### src/rtl/fir_sample_feeder.sv
// Input-side sample buffer for the FIR: circular FIFO with prefill gating
// and a registered hold that stalls the filter while priming or starved.
module fir_sample_feeder #(
   parameter int DATA_W  = 32,
   parameter int DEPTH   = 8,
   parameter int ADDR_W  = 3,
   parameter int PREFILL = 4
) (
   input  logic              clk,
   input  logic              reset,
   input  logic              flush,
   input  logic [DATA_W-1:0] in_data,
   input  logic              in_valid,
   output logic              in_ready,
   input  logic              rd_req,
   output logic [DATA_W-1:0] data_out,
   output logic              data_valid,
   output logic              hold,
   output logic [ADDR_W:0]   level,
   output logic [7:0]        underflow_cnt
);

   typedef enum logic [1:0] {
      S_FILL,
      S_STREAM,
      S_STARVED
   } state_t;

   localparam logic [ADDR_W:0] C_FULL = (ADDR_W+1)'(DEPTH);
   localparam logic [ADDR_W:0] C_PRE  = (ADDR_W+1)'(PREFILL);

   logic [DATA_W-1:0] r_mem [DEPTH];
   logic [ADDR_W-1:0] r_wr_ptr;
   logic [ADDR_W-1:0] r_rd_ptr;
   logic [ADDR_W:0]   r_count;
   state_t            r_state;
   logic [DATA_W-1:0] r_data_out;
   logic              r_data_valid;
   logic              r_hold;
   logic [7:0]        r_uflow;

   state_t            w_state_nxt;
   logic [ADDR_W:0]   w_count_nxt;
   logic              w_in_ready;
   logic              w_push;
   logic              w_pop;
   logic              w_starve;
   logic              w_streaming;

   assign w_in_ready  = (r_count != C_FULL);
   assign w_streaming = (r_state == S_STREAM);

   // flush wins over both sides; a sample offered alongside it is dropped
   assign w_push   = in_valid && w_in_ready && !flush;
   assign w_pop    = w_streaming && rd_req && (r_count != '0) && !flush;
   assign w_starve = w_streaming && rd_req && (r_count == '0) && !flush;

   always_comb begin
      w_count_nxt = r_count;
      if (w_push && !w_pop) begin
         w_count_nxt = r_count + 1'b1;
      end else if (w_pop && !w_push) begin
         w_count_nxt = r_count - 1'b1;
      end
      if (flush) begin
         w_count_nxt = '0;
      end
   end

   always_comb begin
      w_state_nxt = r_state;
      case (r_state)
         S_FILL: begin
            if (w_count_nxt >= C_PRE) begin
               w_state_nxt = S_STREAM;
            end
         end
         S_STREAM: begin
            if (w_starve) begin
               w_state_nxt = S_STARVED;
            end
         end
         S_STARVED: begin
            w_state_nxt = S_FILL;
         end
         default: begin
            w_state_nxt = S_FILL;
         end
      endcase
      if (flush) begin
         w_state_nxt = S_FILL;
      end
   end

   always_ff @(posedge clk) begin
      if (w_push) begin
         r_mem[r_wr_ptr] <= in_data;
      end
   end

   always_ff @(posedge clk or posedge reset) begin
      if (reset) begin
         r_wr_ptr <= '0;
         r_rd_ptr <= '0;
         r_count  <= '0;
         r_state  <= S_FILL;
      end else begin
         r_count <= w_count_nxt;
         r_state <= w_state_nxt;
         if (flush) begin
            r_wr_ptr <= '0;
            r_rd_ptr <= '0;
         end else begin
            if (w_push) begin
               r_wr_ptr <= r_wr_ptr + 1'b1;
            end
            if (w_pop) begin
               r_rd_ptr <= r_rd_ptr + 1'b1;
            end
         end
      end
   end

   // hold follows the next state so it moves in step with r_state
   always_ff @(posedge clk or posedge reset) begin
      if (reset) begin
         r_data_out   <= '0;
         r_data_valid <= 1'b0;
         r_hold       <= 1'b1;
         r_uflow      <= '0;
      end else begin
         r_data_valid <= w_pop;
         r_hold       <= (w_state_nxt != S_STREAM);
         if (w_pop) begin
            r_data_out <= r_mem[r_rd_ptr];
         end
         if (w_starve && (r_uflow != 8'hFF)) begin
            r_uflow <= r_uflow + 1'b1;
         end
      end
   end

   assign in_ready      = w_in_ready;
   assign data_out      = r_data_out;
   assign data_valid    = r_data_valid;
   assign hold          = r_hold;
   assign level         = r_count;
   assign underflow_cnt = r_uflow;

endmodule

### config.mk
export PLATFORM = sky130hd
export DESIGN_NAME = fir_sample_feeder
export DESIGN_NICKNAME = d
export VERILOG_FILES = /design/src/rtl/fir_sample_feeder.sv
export SDC_FILE = /design/constraint.sdc
export NUM_CORES = 1
export LEC_CHECK = 0
export BUFFER_PORTS_ARGS = -buffer_cell sky130_fd_sc_hd__clkbuf_2
export CAP_MARGIN = 25
export CORE_AREA = 2 2 205 146
export DETAILED_ROUTE_END_ITERATION = 10
export DIE_AREA = 0 0 207 148
export PLACE_DENSITY = 0.6
export SYNTH_ARGS = -nofsm -noshare
export SYNTH_HDL_FRONTEND = slang
export SYNTH_SLANG_ARGS = --single-unit
### constraint.sdc
create_clock -name clk -period 5.2 [get_ports clk]
set_input_delay 0.52 -clock clk [delete_from_list [all_inputs] [get_ports clk]]
set_output_delay 0.52 -clock clk [all_outputs]
set_load 0.02 [all_outputs]
# [Word level (Yosys, flattened, before mapping)]
# Memory sizes are Yosys's and may differ from the RTL's. A register that Yosys moved wholly into a read port is not among the register bits.
# Index checks and enable logic that the tools add are counted.
[word_totals] regBits=22 ramBits=256 mem_count=1
[op_classes] n_addsub=5 magnitude_cmp=1 n_eq_ne=4 muxes=13 reduce_logical=18
[memory_table] name="r_mem" words=8 word_bits=32 read_ports=1 rd_ports_with_merged_regs=1 write_ports=1 line_no="32" text="logic [DATA_W-1:0] r_mem [DEPTH];"
[op_table] cell="$mux W3" n=4
[op_table] cell="$mux W4" n=3
[op_table] cell="$logic_and A1 B1 Y1" n=10
[op_table] cell="$add A8 B1 Y8 const B" n=1
[op_table] cell="$ne A8 B8 Y1 const B" n=1
[op_table] cell="$add A3 B1 Y3 const B" n=2
[op_table] cell="$mux W2" n=3
[op_table] cell="$add A4 B1 Y4 const B" n=1
[op_table] cell="$ge A4 B3 Y1 const B" n=1
[op_table] cell="$logic_not A4 Y1" n=1
[op_table] cell="$ne A4 B4 Y1 const B" n=1
[op_table] cell="$pmux W2 S2" n=1
[op_table] cell="$reduce_bool A2 Y1" n=2
[op_table] cell="$reduce_bool A4 Y1" n=1
[op_table] cell="$sub A4 B1 Y4 const B" n=1
[op_table] cell="$logic_not A1 Y1" n=3
[op_table] cell="$eq A2 B1 Y1 const B" n=1
[op_table] cell="$logic_not A2 Y1" n=1
[op_table] cell="$mux W1" n=2
[op_table] cell="$ne A2 B1 Y1 const B" n=1

# [Logic depth before layout (Yosys ltp)]
# Gate-level depths: netlist of run 1.
[depth] word_depth=13 ltp_mapped=8 depth_no_buf=7

# [Worst setup path before layout of run 1]
# OpenSTA, ideal clock, no wires.
[synth_timing] kind="reg-to-reg" start="register r_count[0], in the netlist level[0]" end="memory r_mem[0][0], enable pin" setup_ns=0.461 t_arrival_ns=3.967 slack_ns=0.772 stages_incl_launch_ff=7 n_path_buf=0 synth_period_minus_slack_ns=4.428 cell_sequence="dfrtp_1 -> inv_1 -> ha_1 -> nand3b_1 -> nand2_1 -> or3_1 -> nor3_1"
[synth_between] elab_chain_cells=5
[synth_lines] item="from (decl)" line_no="35" text="logic [ADDR_W:0] r_count;"
[synth_lines] item="from (signal assigned)" line_no="108" text="r_count <= w_count_nxt;"
[synth_lines] item="$ne A4 B4 Y1" line_no="50" text="assign w_in_ready = (r_count != C_FULL);"
[synth_lines] item="net in_ready" line_no="14" text="output logic in_ready,"
[synth_lines] item="$logic_and A1 B1 Y1 (2 in series)" line_no="54" text="assign w_push = in_valid && w_in_ready && !flush;"
[synth_lines] item="$mux W1" line_no="96" text="if (w_push) begin"
[synth_lines] item="$mux W1 (implied by the code)" line_no="97" text="r_mem[r_wr_ptr] <= in_data;"
[synth_lines] item="to (decl)" line_no="32"
# The timed path passes the listed nets, and every way through them passes these cells.

# [Worst setup path after layout of run 1]
[layout_timing] start="register r_count[0], in the netlist level[0]" end="memory r_mem[2][31], enable pin"
[layout_between] elab_chain_cells=5
[layout_lines] item="$ne A4 B4 Y1" line_no="50"
[layout_lines] item="$logic_and A1 B1 Y1 (2 in series)" line_no="54"
[layout_lines] item="$mux W1" line_no="96"
[layout_lines] item="$mux W1 (implied by the code)" line_no="97"
# Every way passes these cells.

==> results of run 1 <==
layer usage:
metal / GRT usage, % / wire, um / vias to the layer above
li1: - / - / 2605
met1: 22.5 / 11200 / 2977
met2: 24.7 / 10800 / 123
met3: 2.68 / 864 / 46
met4: 3.32 / 467 / 2
met5: 0 / 13 / -
worst register-to-register path: cells and delay by family (launching register included):
| kind | cells | cell delay, ns |
|---|---|---|
| AND/OR/NAND/NOR | 4 | 1.37 |
| flip-flops | 1 | 0.47 |
| adder cells (fa/ha/maj) | 1 | 0.29 |
| buffers and inverters | 2 | 0.33 |
metrics by stage:
stage / util, % / hold WS [ns] / instances / instance area, sq um
floorplan: - / 0.532 / 603 / 11900
global placement: 44.6 / 0.460 / 1041 / 12800
detailed placement: 45.1 / 0.470 / 1048 / 12900
CTS: 48.7 / 0.191 / 1104 / 13900
global route: 48.8 / 0.231 / 1105 / 14000
finish: 48.8 / 0.169 / 1105 / 14000
kinds of logic after synthesis:
| kind of cell | count (synthesis) |
|---|---|
| AO/OA/AOI/OAI | 48 |
| XOR/XNOR | 12 |
| adder cells (fa/ha/maj) | 5 |
| buffers and inverters | 37 |
| flip-flops | 310 |
| multiplexers | 101 |
| AND/OR/NAND/NOR | 90 |
layout make-up:
| class | instances | area [sq um] |
|---|---|---|
| Tap cell | 378 | 473 |
| Inverter | 6 | 22.5 |
| Clock buffer | 37 | 797 |
| Timing Repair Buffer | 99 | 651 |
| Multi-Input combinational cell | 256 | 2740 |
| Fill cell | 2381 | 14700 |
| Sequential cell | 310 | 9050 |
| Clock inverter | 19 | 233 |
sequential cells by signal, summed over array words and instances (netlist names):
signal         count
data_out          32
data_valid         1
hold               1
level              4
r_mem            256
r_rd_ptr           3
r_state            2
r_wr_ptr           3
underflow_cnt      8
power by group through the flow:
stage | Clock [mW] | Sequential (mW) | Combinational, mW
after floorplan | 0 | 2.90 | 0.105
after global routing | 2.39 | 2.81 | 0.301
after CTS | 2.29 | 2.81 | 0.274
final | 2.24 | 2.81 | 0.271
after global placement | 0 | 2.86 | 0.266
after detailed placement | 0 | 2.86 | 0.274
final timing paths:
| kind | startpoint | to | slack [ns] | depth (start not counted) |
|---|---|---|---|---|
| setup / recovery | level[0] | r_mem[2][31] | 2.39 | 7 |
| max in group asynchronous | reset | r_rd_ptr[0] | 4.47 | 3 |
| min in group clk | in_data[2] | r_mem[5][2] | 0.24 | 1 |
| hold / removal | reset | data_out[8] | 0.17 | 3 |
| hold reg to reg | data_out[13] | data_out[13] | 0.48 | 2 |
| setup reg to reg | level[0] | r_mem[2][31] | 2.39 | 7 |
placed cells by master, fill, tap and decap left out, types with 6 or more instances in the layout:
cell type,n
sky130_fd_sc_hd__buf_12,6
sky130_fd_sc_hd__nand2_1,40
sky130_fd_sc_hd__clkbuf_16,30
sky130_fd_sc_hd__nand3_1,7
sky130_fd_sc_hd__nor2_4,6
sky130_fd_sc_hd__nor2_1,10
sky130_fd_sc_hd__dfrtp_1,50
sky130_fd_sc_hd__xor2_1,9
sky130_fd_sc_hd__o21ai_0,32
sky130_fd_sc_hd__edfxtp_1,256
sky130_fd_sc_hd__clkbuf_2,83
sky130_fd_sc_hd__mux2i_1,35
sky130_fd_sc_hd__mux4_2,64
sky130_fd_sc_hd__buf_4,8
==> impl_summary.log, run 1 <==
[metrics] sw power: 1.12 mW
[metrics] final worst setup slack: 2.39 ns
[metrics] Detailed Route Iter0 Violations: 373
[metrics] compound-gate portion of the synthesized area: 2.18%
[metrics] TritonCTS clock tree: done
[metrics] number of search-and-repair iterations in the first detailed-routing pass: 4
[metrics] initial antenna violation count: 1
[metrics] unrepaired setup endpoints after global routing: false
[metrics] top cells by instance count after synthesis: sky130_fd_sc_hd__edfxtp_1 (256), sky130_fd_sc_hd__mux4_2 (64), sky130_fd_sc_hd__dfrtp_1 (53)
[metrics] sum of internal, switching and leakage power: 5.32 mW
[metrics] Post-Synth Adder-Cell Area: 0.525%
[metrics] crit path kind: flip-flop to flip-flop
[metrics] die span in y: 148 um
[metrics] kind of cell adding the most delay to the critical path: simple AND/OR/NAND/NOR gates
[metrics] # hold bufs at CTS: 0
[metrics] Critical Path Source Type: flip-flop
[metrics] number of flops mapped to enable cells by yosys: 256
[metrics] Critical path buffers and inverters: 2
[metrics] post-CTS setup repair buffer count: 0
[metrics] largest net degree at the start of global routing: 55
[metrics] count of endpoints failing setup in the final report: 0
[metrics] cell chain of the critical path: inv_1 > ha_1 > nand3b_1 > nand2_1 > or3_1 > nor2_4 > buf_12
[metrics] critical-path maximum fanout: 20
[metrics] synth-to-layout area growth: 17.3%
[metrics] biggest area consumer among synthesized cells: sky130_fd_sc_hd__edfxtp_1
[metrics] Post-Syn Area per Cell: 19.7 sq um
[metrics] overall die area: 30600 sq um
[metrics] Clock transition at path regs: 0.06 ns
[metrics] number of routed nets with antenna violations: 0
[metrics] Critical Path AT: 3.05 ns
[metrics] Warnings, synthesis: 0
[metrics] XOR/XNOR share of the synthesized area: 0.883%
[metrics] P per Cell Area: 381 nW/um^2
[metrics] data required time of the critical path: 5.44 ns
[metrics] share of layout cells above drive strength 1: 31.5%
[metrics] multiplexer share of the synthesized area: 15.2%
[metrics] count of inserted antenna diode cells: 0
[metrics] most frequently used cell type in the post-synthesis netlist: sky130_fd_sc_hd__edfxtp_1
[metrics] final routed wire length divided by cell count: 21.1 um
[metrics] worst slew margin relative to its limit: 48.9%
[metrics] ys flop type: sky130_fd_sc_hd__edfxtp_1
[metrics] initial standard-cell utilization of the core: 41.6%
[metrics] Post-Synthesis Cell Area: 11900 sq um
[metrics] fraction of the cycle the final worst path needs: 54.0%
[metrics] wire length reported by the detailed router: 23400 um
[metrics] Worst Hold Class: input pin to asynchronous set/reset pin
[metrics] worst-case setup slack after placement: 2.44 ns
[metrics] top cell type's share of synthesized area: 64.6%
[metrics] Port-buffer cells: 83
[metrics] max incr delay on CP: 0.51 ns
[metrics] ratio of routed vias to standard cells: 5.21
[metrics] biggest area contributors in the synthesized netlist: sky130_fd_sc_hd__edfxtp_1 (65%), sky130_fd_sc_hd__mux4_2 (12%), sky130_fd_sc_hd__dfrtp_1 (11%)
[metrics] highest-delay cell along the critical path: sky130_fd_sc_hd__or3_1
[metrics] Syn Nets: 645
[metrics] net switching share of the total power: 21.1%
[metrics] share of the yosys chip area belonging to registers: 75.9%
[metrics] deepest clock path buffer count: 3
[metrics] Placer Congestion: 0.734
[metrics] clk_lat worst skew: 0.56 ns
[metrics] critical path capture point type: flip-flop
[metrics] Max Freq: 0.356 GHz
[metrics] Std-Cell Rows: 52
[metrics] total core area: 28600 sq um
[metrics] worst slew pin tran: 0.766 ns
[metrics] vias in the first global route: 6143
[metrics] hold violation total from the final report: 0
[metrics] Die W: 207 um
[metrics] global-route wire length before repair: 36600 um
[metrics] count of final max-slew check failures: 0
[metrics] Comb pwr share: 5.1%
[metrics] total grt overflow: 0
[metrics] register bit total from synthesis: 310
[metrics] Clk pwr share: 42.1%
[metrics] Num CTS Buffers: 30
[metrics] outcome: completed
[metrics] count of cell types in the netlist: 39
[metrics] worst vdd rail ir drop: 0.292 mV
[metrics] synthesized instance count: 603
[metrics] clock tree root driver cell: sky130_fd_sc_hd__clkbuf_16
[metrics] CTS HTree Levels: 1
[metrics] internal power: 4.19 mW
[metrics] final routed DRC violation total: 0
[metrics] shortest clock period the worst path allows after layout: 2.81 ns
[metrics] part of the power in registers: 52.8%
[metrics] cell leakage power: 4.76 nW
[metrics] Total GRT Usage: 15.5%
[metrics] basic-gate share of the synthesized area counting and, or, nand and nor cells: 3.68%
[metrics] Worst Clk Skew: 0.0167 ns
[metrics] sum of negative setup slack: 0 ns
[metrics] Resized cells post-CTS: 0
[metrics] fraction of registers with async set/reset: 17.4%
[metrics] sink count of the clock tree: 310
[metrics] post-detail-place hpwl: 14100 um
[metrics] Total Nets Final: 745
[metrics] number of violations of the max-capacitance limit: 0
[metrics] total number of vias: 5753
[metrics] Top-Level Pins: 84
[metrics] largest family of logic cells by synthesized area: multiplexers
No activity file was read; power rests on OpenSTA's default activity.
==> run 2, diff against run 1 <==
Clock period 5.2 ns to 2.8 ns, I/O delays scaled along.
==> run 2 against run 1 <==
Compared with the run above:
- fmax rose by 18%
- total power increased by 80%
- wire length grew 1.2%
- critical path type unchanged
- cell count grew 1.4%
- clock skew increased by 0.0030 ns
- highest routed layer is now met4
- worst setup slack got worse by 2.0 ns
- die area unchanged
- sequential power rose by 85%
- non-clock buffer count increased by 17
- largest power group unchanged
==> impl_summary.log, run 2 (same netlist as run 1, synthesis figures left out) <==
[metrics] Std-Cell Rows: 52 (unchanged)
[metrics] Setup crit start: level[0] (unchanged)
[metrics] Worst Clk Skew: 0.0197 ns (was 0.0167 ns)
[metrics] fraction of the core area covered by cells at the end of the flow: 48.9% (was 48.8%)
[metrics] post-detail-place hpwl: 14700 um (was 14100 um)
[metrics] Clock transition at path regs: 0.06 ns (about the same)
[metrics] TritonCTS clock tree: done (unchanged)
[metrics] Storage cell area: 9050 sq um (about the same)
[metrics] number of routed nets with antenna violations: 0 (unchanged)
[metrics] synth-to-layout area growth: 17.5% (was 17.3%)
[metrics] Placed Cells incl. Taps: 1057 (was 1048)
[metrics] total number of vias: 5875 (was 5753)
[metrics] worst vdd rail ir drop: 0.479 mV (was 0.292 mV)
[metrics] Die W: 207 um (unchanged)
[metrics] Critical Path Source Type: flip-flop (unchanged)
[metrics] Critical Path AT: 2.58 ns (was 3.05 ns)
[metrics] Total GRT Usage: 15.9% (was 15.5%)
[metrics] number of search-and-repair iterations in the first detailed-routing pass: 7 (was 4)
[metrics] most frequent cells in the layout: sky130_fd_sc_hd__edfxtp_1 (256), sky130_fd_sc_hd__clkbuf_2 (83), sky130_fd_sc_hd__mux4_2 (64) (unchanged)
[metrics] Max Freq: 0.420 GHz (was 0.356 GHz)
[metrics] highest-delay cell along the critical path: sky130_fd_sc_hd__or3_4 (was sky130_fd_sc_hd__or3_1)
[metrics] Total Nets Final: 761 (was 745)
[metrics] critical path capture point type: flip-flop (unchanged)
[metrics] initial standard-cell utilization of the core: 41.6% (unchanged)
[metrics] Placer Congestion: 0.783 (was 0.734)
[metrics] sum of negative setup slack: 0 ns (unchanged)
[metrics] Cells on Worst Hold Path: 1
[metrics] wire length reported by the detailed router: 23600 um (was 23400 um)
[metrics] final instance area: 14000 sq um (about the same)
[metrics] crit path kind: flip-flop to flip-flop (unchanged)
[metrics] sum of internal, switching and leakage power: 9.57 mW (was 5.32 mW)
[metrics] end of the worst register-to-register path: r_mem[4][12] (was r_mem[2][31])
[metrics] final worst setup slack: 0.418 ns (was 2.39 ns)
[metrics] max reg flops: 256 (unchanged)
[metrics] Num CTS Buffers: 29 (was 30)
[metrics] number of standard cells in the layout, taps in and fillers out: 1120 (was 1105)
[metrics] ratio of routed vias to standard cells: 5.25 (was 5.21)
[metrics] worst-case setup slack after placement: 0.427 ns (was 2.44 ns)
[metrics] P per Cell Area: 684 nW/um^2 (was 381 nW/um^2)
[metrics] data required time of the critical path: 2.99 ns (was 5.44 ns)
[metrics] count of final max-slew check failures: 0 (unchanged)
[metrics] count of inserted antenna diode cells: 0 (unchanged)
[metrics] max incr delay on CP: 0.46 ns (was 0.51 ns)
[metrics] shortest clock period the worst path allows after layout: 2.38 ns (was 2.81 ns)
[metrics] Hold WS: 0.0206 ns (was 0.169 ns)
[metrics] worst slew pin tran: 0.674 ns (was 0.766 ns)
[metrics] total core area: 28600 sq um (unchanged)
[metrics] cell chain of the critical path: inv_2 > ha_4 > nand3b_1 > nand2_2 > or3_4 > nor2_4 > buf_4 (was inv_1 > ha_1 > nand3b_1 > nand2_1 > or3_1 > nor2_4 > buf_12)
[metrics] Multi-input gate area: 2770 sq um (was 2740 sq um)
[metrics] Placed Area: 13000 sq um (was 12900 sq um)
[metrics] worst slew margin relative to its limit: 55.0% (was 48.9%)
[metrics] total grt overflow: 0 (unchanged)
[metrics] die span in y: 148 um (unchanged)
[metrics] sink count of the clock tree: 310 (unchanged)
[metrics] vias in the first global route: 6272 (was 6143)
[metrics] post-CTS setup repair buffer count: 0 (unchanged)
[metrics] CTS HTree Levels: 1 (unchanged)
[metrics] launch instance of the worst min-delay path: in_data[1]
[metrics] Most flops, register: r_mem (unchanged)
[metrics] cells on worst reg2reg path: 7 (unchanged)
[metrics] clk_lat worst skew: 0.55 ns (was 0.56 ns)
[metrics] outcome: completed (unchanged)
[metrics] deepest clock path buffer count: 3 (unchanged)
[metrics] number of violations of the max-capacitance limit: 0 (unchanged)
[metrics] largest net degree at the start of global routing: 49 (was 55)
[metrics] fillcell total: 2379 (was 2381)
[metrics] overall die area: 30600 sq um (unchanged)
[metrics] global-route wire length before repair: 37200 um (was 36600 um)
[metrics] count of endpoints failing setup in the final report: 0 (unchanged)
[metrics] Top-Level Pins: 84 (unchanged)
[metrics] fraction of the cycle the final worst path needs: 85.1% (was 54.0%)
[metrics] Hold Path Sink: r_mem[6][1]
[metrics] final routed DRC violation total: 0 (unchanged)
[metrics] cell leakage power: 4.78 nW (was 4.76 nW)
[metrics] unrepaired setup endpoints after global routing: false (unchanged)
[metrics] share of layout cells above drive strength 1: 32.9% (was 31.5%)
[metrics] Register-to-Register Setup Slack: 0.42 ns (was 2.39 ns)
[metrics] initial antenna violation count: 0 (was 1)
[metrics] hold violation total from the final report: 0 (unchanged)
[metrics] Worst Hold Class: input pin to flip-flop (was input pin to asynchronous set/reset pin)
[metrics] Detailed Route Iter0 Violations: 445 (was 373)
[metrics] final routed wire length divided by cell count: 21.1 um (about the same)
[metrics] critical-path maximum fanout: 22 (was 20)
[metrics] most common cell after layout, fill and taps aside: sky130_fd_sc_hd__edfxtp_1 (unchanged)
[metrics] RR Startpoint: level[0] (unchanged)
[metrics] Port-buffer cells: 83 (unchanged)
[metrics] clock tree root driver cell: sky130_fd_sc_hd__clkbuf_16 (unchanged)
[run 2: final cells by class]
cell class | count | area share, %
clock buffers | 41 | 5.80
well taps | 378 | 3.38
flip-flops and latches | 310 | 64.7
multi-input cells | 256 | 19.8
repair buffers | 116 | 5.26
inverters | 6 | 0.161
clock inverters | 13 | 0.895
[run 2: routing by layer]
| layer | track usage (%) | wire (um) | vias up |
|---|---|---|---|
| li1 | - | - | 2636 |
| met1 | 23.2 | 11100 | 3048 |
| met2 | 25.4 | 11000 | 156 |
| met3 | 2.93 | 1210 | 35 |
| met4 | 3.00 | 391 | 0 |
| met5 | 0 | 0 | - |
[run 2: worst max-delay path by stage]
stage / endpoint / depth (start not counted)
after CTS: r_mem[4][12] / 7
after floorplan: r_mem[7][0] / 5
final: r_mem[4][12] / 7
after global placement: r_mem[0][1] / 7
after detailed placement: r_mem[4][0] / 7
after global routing: r_mem[0][3] / 7
[run 2: where the power goes]
part	internal, mW	switching (mW)
registers	5.13	0.0688
clock network	2.20	1.63
logic	0.192	0.338
total	7.53	2.04
[run 2: what timing repair did]
action | CTS | global route
endpoints found under the setup margin | 0 | 0
resized for setup | 0 | 0
hold endpoints to repair | 86 | 0
hold buffers | 9 | 0
[run 2: critical path: cells and delay by family, from the launching register on]
family        cells  cell delay (ns)
fa+ha+maj         1             0.18
buf+inv           2             0.44
flops             1             0.44
simple gates      4             0.95
==> run 3, diff against run 2 <==
Settings changed: RECOVER_POWER set to 100.
==> run 3 against run 2 <==
Compared with the run above:
- critical path depth unchanged
- total power down 0.48%
- flip-flop and latch count unchanged
==> impl_summary.log, run 3 (same netlist as run 1, synthesis figures left out) <==
[metrics] final routed DRC violation total: 0 (unchanged)
[metrics] total grt overflow: 0 (unchanged)
[metrics] worst slew margin relative to its limit: 26.4% (was 55.0%)
[metrics] final instance area: 13800 sq um (was 14000 sq um)
[metrics] Detailed Route Iter0 Violations: 488 (was 445)
[metrics] CTS HTree Levels: 1 (unchanged)
[metrics] worst vdd rail ir drop: 0.476 mV (was 0.479 mV)
[metrics] max incr delay on CP: 0.47 ns (was 0.46 ns)
[metrics] net switching share of the total power: 21.3% (about the same)
[metrics] TritonCTS clock tree: done (unchanged)
[metrics] Clk pwr share: 40.2% (was 40.1%)
[metrics] Comb pwr share: 5.2% (was 5.5%)
[metrics] post-detail-place hpwl: 14700 um (unchanged)
[metrics] Die W: 207 um (unchanged)
[metrics] Total Nets Final: 761 (unchanged)
[metrics] number of violations of the max-capacitance limit: 0 (unchanged)
[metrics] count of endpoints failing setup in the final report: 0 (unchanged)
[metrics] P per Cell Area: 689 nW/um^2 (was 684 nW/um^2)
[metrics] Placer Congestion: 0.783 (unchanged)
[metrics] most common cell after layout, fill and taps aside: sky130_fd_sc_hd__edfxtp_1 (unchanged)
[metrics] number of search-and-repair iterations in the first detailed-routing pass: 4 (was 7)
[metrics] hold violation total from the final report: 0 (unchanged)
[metrics] most frequent cells in the layout: sky130_fd_sc_hd__edfxtp_1 (256), sky130_fd_sc_hd__clkbuf_1 (86), sky130_fd_sc_hd__mux4_2 (64) (was sky130_fd_sc_hd__edfxtp_1 (256), sky130_fd_sc_hd__clkbuf_2 (83), sky130_fd_sc_hd__mux4_2 (64))
[metrics] wire length reported by the detailed router: 23600 um (about the same)
[metrics] largest net degree at the start of global routing: 49 (unchanged)
[metrics] critical-path maximum fanout: 22 (unchanged)
[metrics] crit path kind: flip-flop to flip-flop (unchanged)
[metrics] cell leakage power: 4.52 nW (was 4.78 nW)
[metrics] outcome: completed (unchanged)
[metrics] initial standard-cell utilization of the core: 41.6% (unchanged)
[metrics] max reg flops: 256 (unchanged)
[metrics] count of final max-slew check failures: 0 (unchanged)
[metrics] Max Freq: 0.404 GHz (was 0.420 GHz)
[metrics] synth-to-layout area growth: 16.1% (was 17.5%)
[metrics] sum of internal, switching and leakage power: 9.52 mW (was 9.57 mW)
[metrics] total core area: 28600 sq um (unchanged)
[metrics] Hold WS: 0.0747 ns (was 0.0206 ns)
[metrics] deepest clock path buffer count: 3 (unchanged)
[metrics] post-CTS setup repair buffer count: 0 (unchanged)
[metrics] Critical Path Source Type: flip-flop (unchanged)
[metrics] number of routed nets with antenna violations: 0 (unchanged)
[metrics] part of the power in registers: 54.6% (was 54.4%)
[metrics] sum of negative setup slack: 0 ns (unchanged)
[metrics] count of inserted antenna diode cells: 0 (unchanged)
[metrics] sw power: 2.03 mW (was 2.04 mW)
[metrics] data required time of the critical path: 2.99 ns (about the same)
[metrics] Port-buffer cells: 83 (unchanged)
[metrics] sink count of the clock tree: 310 (unchanged)
[metrics] Worst Clk Skew: 0.0200 ns (was 0.0197 ns)
[metrics] clock tree root driver cell: sky130_fd_sc_hd__clkbuf_16 (unchanged)
[metrics] final routed wire length divided by cell count: 21.1 um (about the same)
[metrics] share of layout cells above drive strength 1: 21.4% (was 32.9%)
[metrics] total number of vias: 5863 (was 5875)
[metrics] fraction of the cycle the final worst path needs: 88.5% (was 85.1%)
[metrics] Clock transition at path regs: 0.06 ns (about the same)
[metrics] global-route wire length before repair: 37200 um (unchanged)
[metrics] Worst Hold Class: input pin to flip-flop (unchanged)
[metrics] die span in y: 148 um (unchanged)
[metrics] shortest clock period the worst path allows after layout: 2.48 ns (was 2.38 ns)
[metrics] Std-Cell Rows: 52 (unchanged)
[metrics] clk_lat worst skew: 0.55 ns (about the same)
[metrics] worst slew pin tran: 1.10 ns (was 0.674 ns)
[metrics] vias in the first global route: 6272 (unchanged)
[metrics] overall die area: 30600 sq um (unchanged)
[metrics] Num CTS Buffers: 29 (unchanged)
[metrics] initial antenna violation count: 0 (unchanged)
[metrics] ratio of routed vias to standard cells: 5.23 (was 5.25)
[metrics] Total GRT Usage: 15.9% (unchanged)
[metrics] critical path capture point type: flip-flop (unchanged)
[metrics] Placed Area: 13000 sq um (unchanged)
[metrics] Most flops, register: r_mem (unchanged)
[metrics] Top-Level Pins: 84 (unchanged)
[metrics] highest-delay cell along the critical path: sky130_fd_sc_hd__dfrtp_1 (was sky130_fd_sc_hd__or3_4)
[metrics] internal power: 7.50 mW (was 7.53 mW)
[metrics] Critical Path AT: 2.67 ns (was 2.58 ns)
[metrics] cell chain of the critical path: inv_1 > ha_4 > nand3b_1 > nand2_2 > or3_4 > nor2_4 > buf_4 (was inv_2 > ha_4 > nand3b_1 > nand2_2 > or3_4 > nor2_4 > buf_4)
[metrics] unrepaired setup endpoints after global routing: false (unchanged)
-- run 3: worst max-delay path: cells and delay by family (launching register included) --
kind	cells	cell delay, ns
AND/OR/NAND/NOR	4	0.94
buffers and inverters	2	0.51
flip-flops	1	0.47
adder cells (fa/ha/maj)	1	0.20
-- run 3: path summary, 6_finish.rpt --
| check | startpoint | to | cells after the start | slack, ns |
|---|---|---|---|---|
| max reg2reg | level[1] | r_mem[4][12] | 7 | 0.32 |
| min in group asynchronous | reset | level[0] | 3 | 0.54 |
| max in group asynchronous | reset | data_valid | 4 | 0.85 |
| min reg2reg | data_out[15] | data_out[15] | 2 | 0.48 |
| max | level[1] | r_mem[4][12] | 7 | 0.32 |
| min | flush | r_wr_ptr[1] | 2 | 0.07 |
-- run 3: power by group through the flow --
stage / clock [mW] / combinational [mW] / sequential [mW]
2_1_floorplan: 0 / 0.205 / 5.38
3_3_place_gp: 0 / 0.517 / 5.29
3_5_place_dp: 0 / 0.531 / 5.30
4_1_cts: 3.96 / 0.543 / 5.20
5_1_grt: 4.13 / 0.552 / 5.22
6_report: 3.83 / 0.496 / 5.20
-- run 3: layout make-up --
type | count | area, sq um
Multi-Input combinational cell | 256 | 2740
Sequential cell | 310 | 9050
Fill cell | 2424 | 14800
Inverter | 6 | 22.5
Clock buffer | 41 | 811
Clock inverter | 13 | 125
Tap cell | 378 | 473
Timing Repair Buffer | 116 | 606
-- run 3: per-layer routing --
layer,track usage (%),wire [um]
met1,23.2,11200
met5,0,0
met3,2.93,1080
met2,25.4,11000
met4,3.00,391
-- run 3: per-stage QoR --
step | std cells | util, % | worst slack (ns)
after detailed placement | 1057 | 45.3 | 0.427
after CTS | 1120 | 48.9 | 0.420
final | 1120 | 48.3 | 0.322
after global routing | 1120 | 48.3 | 0.163
after floorplan | 603 | - | -0.237
after global placement | 1057 | 45.3 | 0.479
-- run 3: repair_timing --
action                                  4_1_cts  5_1_grt
hold buffers                                  9        0
endpoints found under the setup margin        0        0
hold endpoints to repair                     86        0
gates resized for setup                       0        0
